$ cat config.mk
export PLATFORM = sky130hd
export DESIGN_NAME = uart_tx_timp
export DESIGN_NICKNAME = d
export VERILOG_FILES = /design/src/rtl/ceas_pkg.sv /design/src/rtl/uart_tx_byte.sv /design/src/rtl/uart_tx_timp.sv
export SDC_FILE = /design/constraint.sdc
export NUM_CORES = 1
export LEC_CHECK = 0
export CORE_AREA = 4 4 77 93
export CTS_CLUSTER_DIAMETER = 100
export DETAILED_ROUTE_END_ITERATION = 10
export DIE_AREA = 0 0 81 97
export PLACE_DENSITY = 0.66
export SLEW_MARGIN = 20
export SYNTH_ARGS = -nofsm -noshare
export SYNTH_HDL_FRONTEND = slang
export SYNTH_SLANG_ARGS = --single-unit
$ cat constraint.sdc
create_clock -name clock -period 5.6 [get_ports clock]
set_clock_uncertainty 0.15 [all_clocks]
set_input_delay 1.12 -clock clock [delete_from_list [all_inputs] [get_ports clock]]
set_output_delay 1.12 -clock clock [all_outputs]
set_load 0.05 [all_outputs]
$ cat src/rtl/ceas_pkg.sv
// Shared definitions for the clock's UART blocks: serializer states, ASCII
// constants for the "HH:MM\r\n" time line, and the default bit period.
package ceas_pkg;

  // 50 MHz system clock / 9600 baud
  localparam int unsigned CLKS_PER_BIT_DEF = 5208;

  localparam int unsigned BYTE_W   = 8;
  localparam int unsigned BIT_W    = 3;
  localparam int unsigned IDX_W    = 3;

  // Index of the final byte (LF) of the 7-byte line
  localparam logic [IDX_W-1:0] LINE_LAST_IDX = 3'd6;

  localparam logic [BYTE_W-1:0] ASCII_ZERO  = 8'h30;
  localparam logic [BYTE_W-1:0] ASCII_COLON = 8'h3A;
  localparam logic [BYTE_W-1:0] ASCII_CR    = 8'h0D;
  localparam logic [BYTE_W-1:0] ASCII_LF    = 8'h0A;

  typedef enum logic [1:0] {
    IDLE      = 2'd0,
    START_BIT = 2'd1,
    DATA_BITS = 2'd2,
    STOP_BIT  = 2'd3
  } tx_state_e;

  // Width of a counter that spans 0..n-1 (at least one bit)
  function automatic int unsigned cnt_width(input int unsigned n);
    return (n > 1) ? $clog2(n) : 1;
  endfunction

endpackage

$ cat src/rtl/uart_tx_byte.sv
// One-byte 8N1 serializer, LSB first.
// Ports:
//   clock, reset  : system clock, async active-high reset
//   load          : accept load_byte; honoured in IDLE and in the final cycle
//                   of the stop bit, so a caller can chain bytes with no gap
//   load_byte     : byte to transmit
//   o_tx_serial   : serial line (registered, idles high)
//   busy          : registered, high from the load edge until the last stop
//                   bit ends without a new load
//   byte_done     : combinational, high in the last cycle of the stop bit
module uart_tx_byte
  import ceas_pkg::*;
#(
  parameter int unsigned CLKS_PER_BIT = CLKS_PER_BIT_DEF
) (
  input  logic              clock,
  input  logic              reset,
  input  logic              load,
  input  logic [BYTE_W-1:0] load_byte,
  output logic              o_tx_serial,
  output logic              busy,
  output logic              byte_done
);

  localparam int unsigned         CNT_W    = cnt_width(CLKS_PER_BIT);
  localparam logic [CNT_W-1:0]    CNT_LAST = CNT_W'(CLKS_PER_BIT - 1);
  localparam logic [BIT_W-1:0]    BIT_LAST = 3'd7;

  tx_state_e          state_q, state_d;
  logic [CNT_W-1:0]   cnt_q,   cnt_d;
  logic [BIT_W-1:0]   bit_q,   bit_d;
  logic [BYTE_W-1:0]  shift_q, shift_d;
  logic               tx_q,    tx_d;
  logic               busy_q,  busy_d;
  logic               baud_end_c;

  assign baud_end_c  = (cnt_q == CNT_LAST);
  // Kept outside the next-state block: the caller's load depends on it
  assign byte_done   = (state_q == STOP_BIT) && baud_end_c;
  assign o_tx_serial = tx_q;
  assign busy        = busy_q;

  // State register
  always_ff @(posedge clock or posedge reset) begin
    if (reset) begin
      state_q <= IDLE;
      cnt_q   <= '0;
      bit_q   <= '0;
      shift_q <= '0;
      tx_q    <= 1'b1;
      busy_q  <= 1'b0;
    end else begin
      state_q <= state_d;
      cnt_q   <= cnt_d;
      bit_q   <= bit_d;
      shift_q <= shift_d;
      tx_q    <= tx_d;
      busy_q  <= busy_d;
    end
  end

  // Next state; tx_d is the line level for the cycle after this edge
  always_comb begin
    state_d = state_q;
    cnt_d   = cnt_q;
    bit_d   = bit_q;
    shift_d = shift_q;
    tx_d    = tx_q;
    busy_d  = busy_q;

    unique case (state_q)
      IDLE: begin
        tx_d   = 1'b1;
        busy_d = 1'b0;
        cnt_d  = '0;
        if (load) begin
          state_d = START_BIT;
          shift_d = load_byte;
          tx_d    = 1'b0;
          busy_d  = 1'b1;
        end
      end

      START_BIT: begin
        if (baud_end_c) begin
          cnt_d   = '0;
          bit_d   = '0;
          state_d = DATA_BITS;
          tx_d    = shift_q[0];
        end else begin
          cnt_d = cnt_q + CNT_W'(1);
        end
      end

      // Shift register: the next bit to drive is always shift_q[1]
      DATA_BITS: begin
        if (baud_end_c) begin
          cnt_d = '0;
          if (bit_q == BIT_LAST) begin
            state_d = STOP_BIT;
            tx_d    = 1'b1;
          end else begin
            bit_d   = bit_q + BIT_W'(1);
            shift_d = {1'b0, shift_q[BYTE_W-1:1]};
            tx_d    = shift_q[1];
          end
        end else begin
          cnt_d = cnt_q + CNT_W'(1);
        end
      end

      STOP_BIT: begin
        if (baud_end_c) begin
          cnt_d = '0;
          if (load) begin
            state_d = START_BIT;
            shift_d = load_byte;
            tx_d    = 1'b0;
            busy_d  = 1'b1;
          end else begin
            state_d = IDLE;
            tx_d    = 1'b1;
            busy_d  = 1'b0;
          end
        end else begin
          cnt_d = cnt_q + CNT_W'(1);
        end
      end

      default: begin
        state_d = IDLE;
        tx_d    = 1'b1;
        busy_d  = 1'b0;
      end
    endcase
  end

endmodule

$ cat src/rtl/uart_tx_timp.sv
// Time-line transmitter: on start, snapshots ore/minute and sends
// "HH:MM\r\n" over an 8N1 serial line, bytes back to back.
// Ports:
//   clock, reset  : system clock, async active-high reset
//   ore, minute   : current time from the counter (binary)
//   start         : single-cycle request, taken only while busy is low
//   o_tx_serial   : serial line, idles high
//   busy          : high while the line is in flight
//   done          : one-cycle pulse as the final stop bit completes
module uart_tx_timp
  import ceas_pkg::*;
#(
  parameter int unsigned CLKS_PER_BIT = CLKS_PER_BIT_DEF
) (
  input  logic       clock,
  input  logic       reset,
  input  logic [4:0] ore,
  input  logic [5:0] minute,
  input  logic       start,
  output logic       o_tx_serial,
  output logic       busy,
  output logic       done
);

  // ASCII tens (units=0) or units (units=1) digit of v; no clamping
  function automatic logic [BYTE_W-1:0] bin2ascii(input logic [5:0] v,
                                                  input logic       units);
    logic [5:0] d;
    d = units ? (v % 6'd10) : (v / 6'd10);
    return ASCII_ZERO + BYTE_W'(d);
  endfunction

  // Byte idx of the line "HH:MM\r\n"
  function automatic logic [BYTE_W-1:0] line_byte(input logic [IDX_W-1:0] idx,
                                                  input logic [4:0]       h,
                                                  input logic [5:0]       m);
    logic [BYTE_W-1:0] b;
    unique case (idx)
      3'd0:    b = bin2ascii(6'(h), 1'b0);
      3'd1:    b = bin2ascii(6'(h), 1'b1);
      3'd2:    b = ASCII_COLON;
      3'd3:    b = bin2ascii(m, 1'b0);
      3'd4:    b = bin2ascii(m, 1'b1);
      3'd5:    b = ASCII_CR;
      default: b = ASCII_LF;
    endcase
    return b;
  endfunction

  logic [4:0]        ore_q, ore_d;
  logic [5:0]        min_q, min_d;
  logic [IDX_W-1:0]  idx_q, idx_d;
  logic              done_q, done_d;

  logic              ser_busy;
  logic              byte_done;
  logic              accept_c;
  logic              last_c;
  logic              reissue_c;
  logic              load_c;
  logic [IDX_W-1:0]  nxt_idx_c;
  logic [BYTE_W-1:0] load_byte_c;

  assign accept_c  = start && !ser_busy;
  assign last_c    = (idx_q == LINE_LAST_IDX);
  assign reissue_c = byte_done && !last_c;
  assign load_c    = accept_c || reissue_c;
  assign nxt_idx_c = idx_q + IDX_W'(1);

  // Byte 0 is launched on the capture edge itself, so it comes from the
  // live inputs; every later byte comes from the captured registers.
  assign load_byte_c = accept_c ? bin2ascii(6'(ore), 1'b0)
                                : line_byte(nxt_idx_c, ore_q, min_q);

  assign busy = ser_busy;
  assign done = done_q;

  uart_tx_byte #(
    .CLKS_PER_BIT (CLKS_PER_BIT)
  ) u_byte (
    .clock       (clock),
    .reset       (reset),
    .load        (load_c),
    .load_byte   (load_byte_c),
    .o_tx_serial (o_tx_serial),
    .busy        (ser_busy),
    .byte_done   (byte_done)
  );

  // Capture, sequencer and done registers
  always_ff @(posedge clock or posedge reset) begin
    if (reset) begin
      ore_q  <= '0;
      min_q  <= '0;
      idx_q  <= '0;
      done_q <= 1'b0;
    end else begin
      ore_q  <= ore_d;
      min_q  <= min_d;
      idx_q  <= idx_d;
      done_q <= done_d;
    end
  end

  // Byte-index sequencer: reload in the byte_done cycle keeps bytes gapless
  always_comb begin
    ore_d  = ore_q;
    min_d  = min_q;
    idx_d  = idx_q;
    done_d = 1'b0;
    if (accept_c) begin
      ore_d = ore;
      min_d = minute;
      idx_d = '0;
    end else if (reissue_c) begin
      idx_d = nxt_idx_c;
    end
    if (byte_done && last_c) begin
      done_d = 1'b1;
    end
  end

endmodule
==> results of run 1 <==
-- power by group through the flow --
stage	clock network, mW	logic [mW]	registers, mW
after detailed placement	0	0.110	0.333
after global placement	0	0.109	0.333
after CTS	0.218	0.111	0.327
final	0.212	0.110	0.327
after floorplan	0	0.0928	0.321
after global routing	0.230	0.128	0.330
-- final cells by class --
| cell class | count | area (um^2) |
|---|---|---|
| Tap cell | 85 | 106.4 |
| Clock inverter | 3 | 25.02 |
| Multi-Input combinational cell | 289 | 1823 |
| Timing Repair Buffer | 18 | 175.2 |
| Sequential cell | 42 | 1052 |
| Inverter | 19 | 71.32 |
| Clock buffer | 5 | 68.82 |
| Fill cell | 633 | 3004 |
-- cells in the mapped netlist, drive strengths merged, types with 5 or more instances --
cell type and number:
xnor2 9, inv 19, nand2 53, ha 22
a21oi 20, dfrtp 41, o21ai 27, and3 7
xor2 5, o31ai 6, buf 7, nor2 39
nand3 16, nand2b 7, clkbuf 11
-- metal layers --
layer / up-vias / global-route usage, % / wire [um]
met5: - / 0 / 0
met4: 0 / 6.372 / 109
met3: 10 / 3.631 / 205
met2: 38 / 29.85 / 3329
met1: 1203 / 24.69 / 3092
li1: 1308 / - / -
-- cell families after synthesis --
family          synth area share [%]
simple gates                   25.59
compound gates                 19.21
flops                          34.59
buf+inv                        5.471
fa+ha+maj                      9.050
xor+xnor                       4.031
mux                            2.057
-- worst register-to-register path, stage by stage (launching register included) --
cell and delay, ps:
dfrtp_1 460, inv_1 140, ha_1 210, or3b_4 250
nand2_1 50, a21oi_1 280, ha_1 230, inv_1 60
a21oi_1 130, a21oi_1 90, o41ai_1 310, nand3_1 140
ha_1 300, nor2_1 110, o22ai_1 60, o21ai_0 140
-- registers in the layout (all words and copies together) (netlist names), 2 cells and up --
name,count
u_byte.cnt_q,13
idx_q,3
ore_q,5
u_byte.bit_q,3
min_q,6
u_byte.shift_q,7
u_byte.state_q,2
-- how the worst max path moves through the flow --
stage,end,slack [ps]
after detailed placement,u_byte.shift_q[1]$_DFFE_PP0P_,2160
after global routing,u_byte.shift_q[5]$_DFFE_PP0P_,2050
after floorplan,u_byte.shift_q[5]$_DFFE_PP0P_,2880
after CTS,u_byte.shift_q[5]$_DFFE_PP0P_,2420
final,u_byte.shift_q[5]$_DFFE_PP0P_,2430
after global placement,u_byte.shift_q[1]$_DFFE_PP0P_,2230
==> load_flow_metrics.sql, run 1 <==
INSERT INTO impl_metrics (metric_group, metric, value, unit) VALUES
('synthesis', 'edff_count_synth', '0', ''),
('sta', 'slew_headroom', '35.71', '%'),
('drt', 'detail_route.vias_per_cell', '5.551', ''),
('sta', 'timing.setup.tns', '0', 'ps'),
('floorplan', 'io_pins', '17', ''),
('floorplan', 'floorplan.rows', '32', ''),
('floorplan', 'floorplan.die.width', '81', 'um'),
('critical_path', 'rr_startpoint', 'ore_q[3]$_DFFE_PP0P_', ''),
('pwr', 'sequential_share_of_power', '50.4', '%'),
('drt', 'drt_pass1_iterations', '4', ''),
('synthesis', 'synth.largest_area_cell', 'dfrtp_1', ''),
('critical_path', 'setup_crit_start', 'ore_q[3]$_DFFE_PP0P_', ''),
('synthesis', 'post_synth.cell_area_avg', '8.265', 'um^2'),
('synthesis', 'synth_top_area_share', '33.73', '%'),
('sta', 'timing.final.setup_violations', '0', ''),
('drt', 'detail_route.wl_per_cell', '14.61', 'um'),
('grt', 'first_pass_grt_wire_length', '11.87', 'mm'),
('critical_path', 'timing_worst_setup_path_type', 'reg2reg', ''),
('pwr', 'power.net_switching', '198.5', 'uW'),
('sta', 'timing.final.crit_period', '3174', 'ps'),
('pwr', 'power_frac_clock', '32.6', '%'),
('cts', 'htree_levels', '2', ''),
('hold_path', 'whs_endpoint', 'u_byte.cnt_q[0]$_DFF_PP0_', ''),
('cts', 'path_clk_slew', '90', 'ps'),
('layout', 'post-route-cell-area', '0.003322', 'mm^2'),
('cts', 'tritoncts.num_buffers', '5', ''),
('sta', 'report.final.slew_viol_count', '0', ''),
('floorplan', 'chipHeight', '97', 'um'),
('pwr', 'power.total', '649.2', 'uW'),
('grt', 'maximum_number_of_pins_on_one_net_before_global_route_repair', '43', ''),
('run_status', 'result_of_the_run', 'complete, no violations', ''),
('drt', 'drt_iter0_drc', '152', ''),
('critical_path', 'critical_path.max_stage_delay', '460', 'ps'),
('pwr', 'p_int', '450.7', 'uW'),
('critical_path', 'worst_path_max_delay_cell', 'dfrtp_1', ''),
('synthesis', 'synth.top_cells.by_area', 'dfrtp_1 34%, ha_1 9.0%, nand2_1 6.5%', ''),
('floorplan', 'initial_utilization', '48.08', '%'),
('critical_path', 'timing.reg2reg.setup_slack', '2430', 'ps'),
('synthesis', 'synth.yosys.warnings', '0', ''),
('grt', 'grt_overflow_total', '0', ''),
('cts', 'cts.sink_count', '42', ''),
('pwr', 'power_density', '195.4', 'mW/mm^2'),
('placed_design', 'placedInstanceArea', '0.003228', 'mm^2'),
('placed_design', 'gp_congestion', '0.8581', ''),
('placed_design', 'dp.cells', '453', ''),
('synthesis', 'ys_dominant_reg_cell', 'dfrtp_1', ''),
('critical_path', 'crit_end_category', 'flop', ''),
('cts', 'ctsRootBufferMaster', 'clkbuf_8', ''),
('synthesis', 'synthDistinctLibCells', '60', ''),
('layout', 'synthToLayoutAreaGrowth', '9.214', '%'),
('drt', 'route.vias.total', '2559', ''),
('grt', 'first_global_vias', '2475', ''),
('synthesis', 'syn-num-nets', '404', ''),
('pwr', 'logic_gate_share_of_total_power', '17.0', '%'),
('grt', 'number_of_antenna_violations_at_the_first_check_in_global_routing', '0', ''),
('critical_path', 'worst_ep_required_time', '5670', 'ps'),
('sta', 'final.setup.worst_slack', '2426', 'ps'),
('synthesis', 'share_of_synthesized_area_occupied_by_flip_flops_and_latches', '34.59', '%'),
('layout', 'most-common-layout-cells', '53 x nand2_1, 41 x dfrtp_1, 39 x nor2_1, 26 x o21ai_0, 22 x ha_1', ''),
('critical_path', 'cp_top_family', 'compound AO/OA/AOI/OAI gates', ''),
('layout', 'num_antenna_cells', '0', ''),
('sta', 'period_share', '56.68', '%'),
('placed_design', 'dp_hpwl', '4.843', 'mm'),
('hold_path', 'holdCritStartpoint', 'u_byte.cnt_q[0]$_DFF_PP0_', ''),
('floorplan', 'design.core.area', '0.006326', 'mm^2'),
('hold_path', 'min_delay_path_depth', '1', ''),
('flow_run', 'drv_cap', '0', ''),
('critical_path', 'worst_setup_path_start_kind', 'flop', ''),
('sta', 'clock.fmax', '315.1', 'MHz'),
('critical_path', 'timing.rr.end', 'u_byte.shift_q[5]$_DFFE_PP0P_', ''),
('cts', 'post_cts_resize_count', '0', '');
Note: power is estimated with default switching activity, not from simulation.
==> run 2, diff against run 1 <==
PLACE_DENSITY = 0.68   (was 0.66)
clock period = 2.8 ns   (was 5.6 ns; I/O delays follow)
==> run 2 against run 1 <==
Worst setup slack worse by 2400 ps; global-route usage rose by 0.12 points; sequential power grew 98%; utilization is 2.8 points higher; count of clock-buffer cells in the layout rose by 2; fmax rose by 14%; hold slack improved by 5.6 ps; die area did not move; critical path depth decreased by 3; total power rose by 110%; non-clock buffer count rose by 15; sequential share of layout area shrank 1.6 points; critical path type unchanged; critical endpoint unchanged; largest cell class unchanged.
==> load_flow_metrics.sql, run 2 (synthesis results as in run 1) <==
INSERT INTO impl_metrics (metric_group, metric, value, unit) VALUES
('critical_path', 'cp_data_arrival_time', '2790', 'ps'),
('layout', 'post_route_cells_drive_above_1_share', '13.55', '%'),
('sta', 'clock.fmax', '360.3', 'MHz'),
('layout', 'final_cell_count_no_fill', '476', ''),
('cts', 'hold_buffer_count_at_cts', '0', ''),
('critical_path', 'rr_startpoint', 'ore_q[3]$_DFFE_PP0P_', ''),
('sta', 'timing.final.setup_violations', '0', ''),
('run_status', 'result_of_the_run', 'complete, no violations', ''),
('layout', 'max_reg_flops', '13', ''),
('grt', 'first_global_vias', '2524', ''),
('flow_run', 'drv_cap', '0', ''),
('grt', 'number_of_antenna_violations_at_the_first_check_in_global_routing', '0', ''),
('critical_path', 'critical_path.max_stage_delay', '410', 'ps'),
('placed_design', 'gp_congestion', '0.8942', ''),
('floorplan', 'die-area', '0.007857', 'mm^2'),
('layout', 'layout.filler_cells', '638', ''),
('hold_path', 'whs_endpoint', 'min_q[0]$_DFFE_PP0P_', ''),
('sta', 'holdWs', '341.7', 'ps'),
('critical_path', 'worst_ep_required_time', '2820', 'ps'),
('layout', 'sequential_cell_area', '0.001052', 'mm^2'),
('critical_path', 'crit_end_category', 'flop', ''),
('critical_path', 'worstSetupPathDepth', '12', ''),
('layout', 'num_antenna_cells', '0', ''),
('cts', 'htree_levels', '2', ''),
('layout', 'final_common_cell', 'nand2_1', ''),
('grt', 'grt_overflow_total', '0', ''),
('sta', 'slew_headroom', '57.67', '%'),
('critical_path', 'timing.rr.end', 'u_byte.shift_q[5]$_DFFE_PP0P_', ''),
('grt', 'first_pass_grt_wire_length', '11.87', 'mm'),
('drt', 'drt_iter0_drc', '151', ''),
('cts', 'cts.sink_count', '42', ''),
('critical_path', 'worst_path_max_delay_cell', 'or3b_4', ''),
('floorplan', 'floorplan.rows', '32', ''),
('floorplan', 'design.core.area', '0.006326', 'mm^2'),
('cts', 'path_clk_slew', '90', 'ps'),
('cts', 'cts-root-to-sink-buffers', '2', ''),
('critical_path', 'cp_top_family', 'compound AO/OA/AOI/OAI gates', ''),
('layout', 'largest_registers', 'u_byte.cnt_q: 13 flops, u_byte.shift_q: 7 flops, min_q: 6 flops', ''),
('drt', 'detail_route.wl_per_cell', '14.95', 'um'),
('floorplan', 'initial_utilization', '48.08', '%'),
('drt', 'drc_violations_left', '0', ''),
('sta', 'timing.final.crit_period', '2775', 'ps'),
('sta', 'report.final.slew_viol_count', '0', ''),
('drt', 'wirelength', '7.115', 'mm'),
('layout', 'regMostFlops', 'u_byte.cnt_q', ''),
('drt', 'drt_pass1_iterations', '4', ''),
('grt', 'maximum_number_of_pins_on_one_net_before_global_route_repair', '43', ''),
('layout', 'final_layout_net_count', '426', ''),
('hold_path', 'hold_removal_path_class', 'reg2reg', ''),
('floorplan', 'chipHeight', '97', 'um'),
('drt', 'postRouteAntennaNets', '0', ''),
('sta', 'tightest_slew', '628.3', 'ps'),
('layout', 'multi_input_comb_area', '0.001888', 'mm^2'),
('placed_design', 'dp_hpwl', '5.101', 'mm'),
('hold_path', 'min_delay_path_depth', '2', ''),
('layout', 'most-common-layout-cells', '52 x nand2_1, 41 x dfrtp_1, 39 x nor2_1, 25 x o21ai_0, 20 x ha_1', ''),
('floorplan', 'io_pins', '17', ''),
('drt', 'route.vias.total', '2677', ''),
('pwr', 'power_density', '382.4', 'mW/mm^2'),
('cts', 'ctsRootBufferMaster', 'clkbuf_8', ''),
('placed_design', 'placement.io_buffers', '16', ''),
('cts', 'tritoncts', 'done', ''),
('critical_path', 'crit_path_cell_trace', 'inv_2 -> ha_4 -> or3b_4 -> buf_4 -> a221o_1 -> a21o_1 -> nand2_1 -> nand3_1 -> ha_1 -> nor2_1 -> o22ai_1 -> o21ai_1', ''),
('layout', 'synthToLayoutAreaGrowth', '14.97', '%'),
('placed_design', 'dp.cells', '464', ''),
('sta', 'report.final.hold_viol_count', '0', ''),
('critical_path', 'timing.reg2reg.setup_slack', '20', 'ps'),
('pwr', 'ir_drop', '0.2041', 'mV'),
('critical_path', 'rr_worst_depth', '12', ''),
('grt', 'track_usage', '18.73', '%'),
('drt', 'detail_route.vias_per_cell', '5.624', ''),
('critical_path', 'worst_setup_path_start_kind', 'flop', ''),
('cts', 'clock_latency', '300', 'ps'),
('cts', 'tritoncts.num_buffers', '5', ''),
('pwr', 'leakagePower', '1.568', 'nW'),
('sta', 'setup_repair_after_global_routing_missed_its_margin', 'yes', ''),
('floorplan', 'floorplan.die.width', '81', 'um'),
('critical_path', 'timing_worst_setup_path_type', 'reg2reg', ''),
('critical_path', 'path_max_fanout', '5', ''),
('sta', 'period_share', '99.11', '%'),
('hold_path', 'holdCritStartpoint', 'min_q[0]$_DFFE_PP0P_', ''),
('critical_path', 'cp.buffers_inverters', '2', '');
## run 2: repair_timing
action                     CTS  global route
setup buffers                0             4
setup endpoints to repair    1             4
pin swaps                    0            12
gates resized for setup      3            15
## run 2: how the worst max path moves through the flow
| stage | startpoint | slack [ps] | to |
|---|---|---|---|
| after floorplan | ore_q[3]$_DFFE_PP0P_ | 80 | u_byte.shift_q[5]$_DFFE_PP0P_ |
| after global placement | ore_q[2]$_DFFE_PP0P_ | 140 | u_byte.shift_q[5]$_DFFE_PP0P_ |
| after detailed placement | ore_q[2]$_DFFE_PP0P_ | -20 | u_byte.shift_q[5]$_DFFE_PP0P_ |
| after CTS | ore_q[3]$_DFFE_PP0P_ | 7 | u_byte.shift_q[5]$_DFFE_PP0P_ |
| after global routing | ore_q[3]$_DFFE_PP0P_ | -150 | u_byte.shift_q[5]$_DFFE_PP0P_ |
| final | ore_q[3]$_DFFE_PP0P_ | 20 | u_byte.shift_q[5]$_DFFE_PP0P_ |
## run 2: metal layers
metal	vias up	GRT usage (%)	routed length (um)
met1	1280	24.17	3167
met4	0	6.242	159
met5	-	0	0
met3	15	3.445	214
met2	44	30.99	3574
li1	1338	-	-
## run 2: report_power, final
part / leakage [nW] / internal [mW] / switching, mW
Sequential: 0.538 / 0.620 / 0.0289
Clock: 0.0482 / 0.199 / 0.217
Combinational: 0.981 / 0.126 / 0.146
## run 2: worst reg2reg max path, delay by kind of cell, from the launching register on
kind            cells  cell delay, ps
simple gates        4             650
fa+ha+maj           2             430
compound gates      4             780
flops               1             400
buf+inv             2             240
## run 2: cell type report
class | count | area share, %
Sequential cell | 42 | 30.09
Tap cell | 85 | 3.041
Multi-Input combinational cell | 289 | 53.99
Inverter | 19 | 2.039
Clock inverter | 1 | 0.1431
Timing Repair Buffer | 33 | 8.229
Clock buffer | 7 | 2.469
## run 2: stage by stage
| stage | setup TNS [ps] | total power [mW] | util [%] | worst slack, ps | area [um^2] |
|---|---|---|---|---|---|
| final | 0 | 1.337 | 55.28 | 24.91 | 3497 |
| after global routing | -167.0 | 1.409 | 55.28 | -151.0 | 3497 |
| after CTS | 0 | 1.316 | 54.00 | 7.073 | 3416 |
| after detailed placement | -18.01 | 0.8987 | 52.33 | -18.01 | 3311 |
| after global placement | 0 | 0.8932 | 52.33 | 142.5 | 3311 |
| after floorplan | 0 | 0.8272 | - | 84.29 | 3042 |
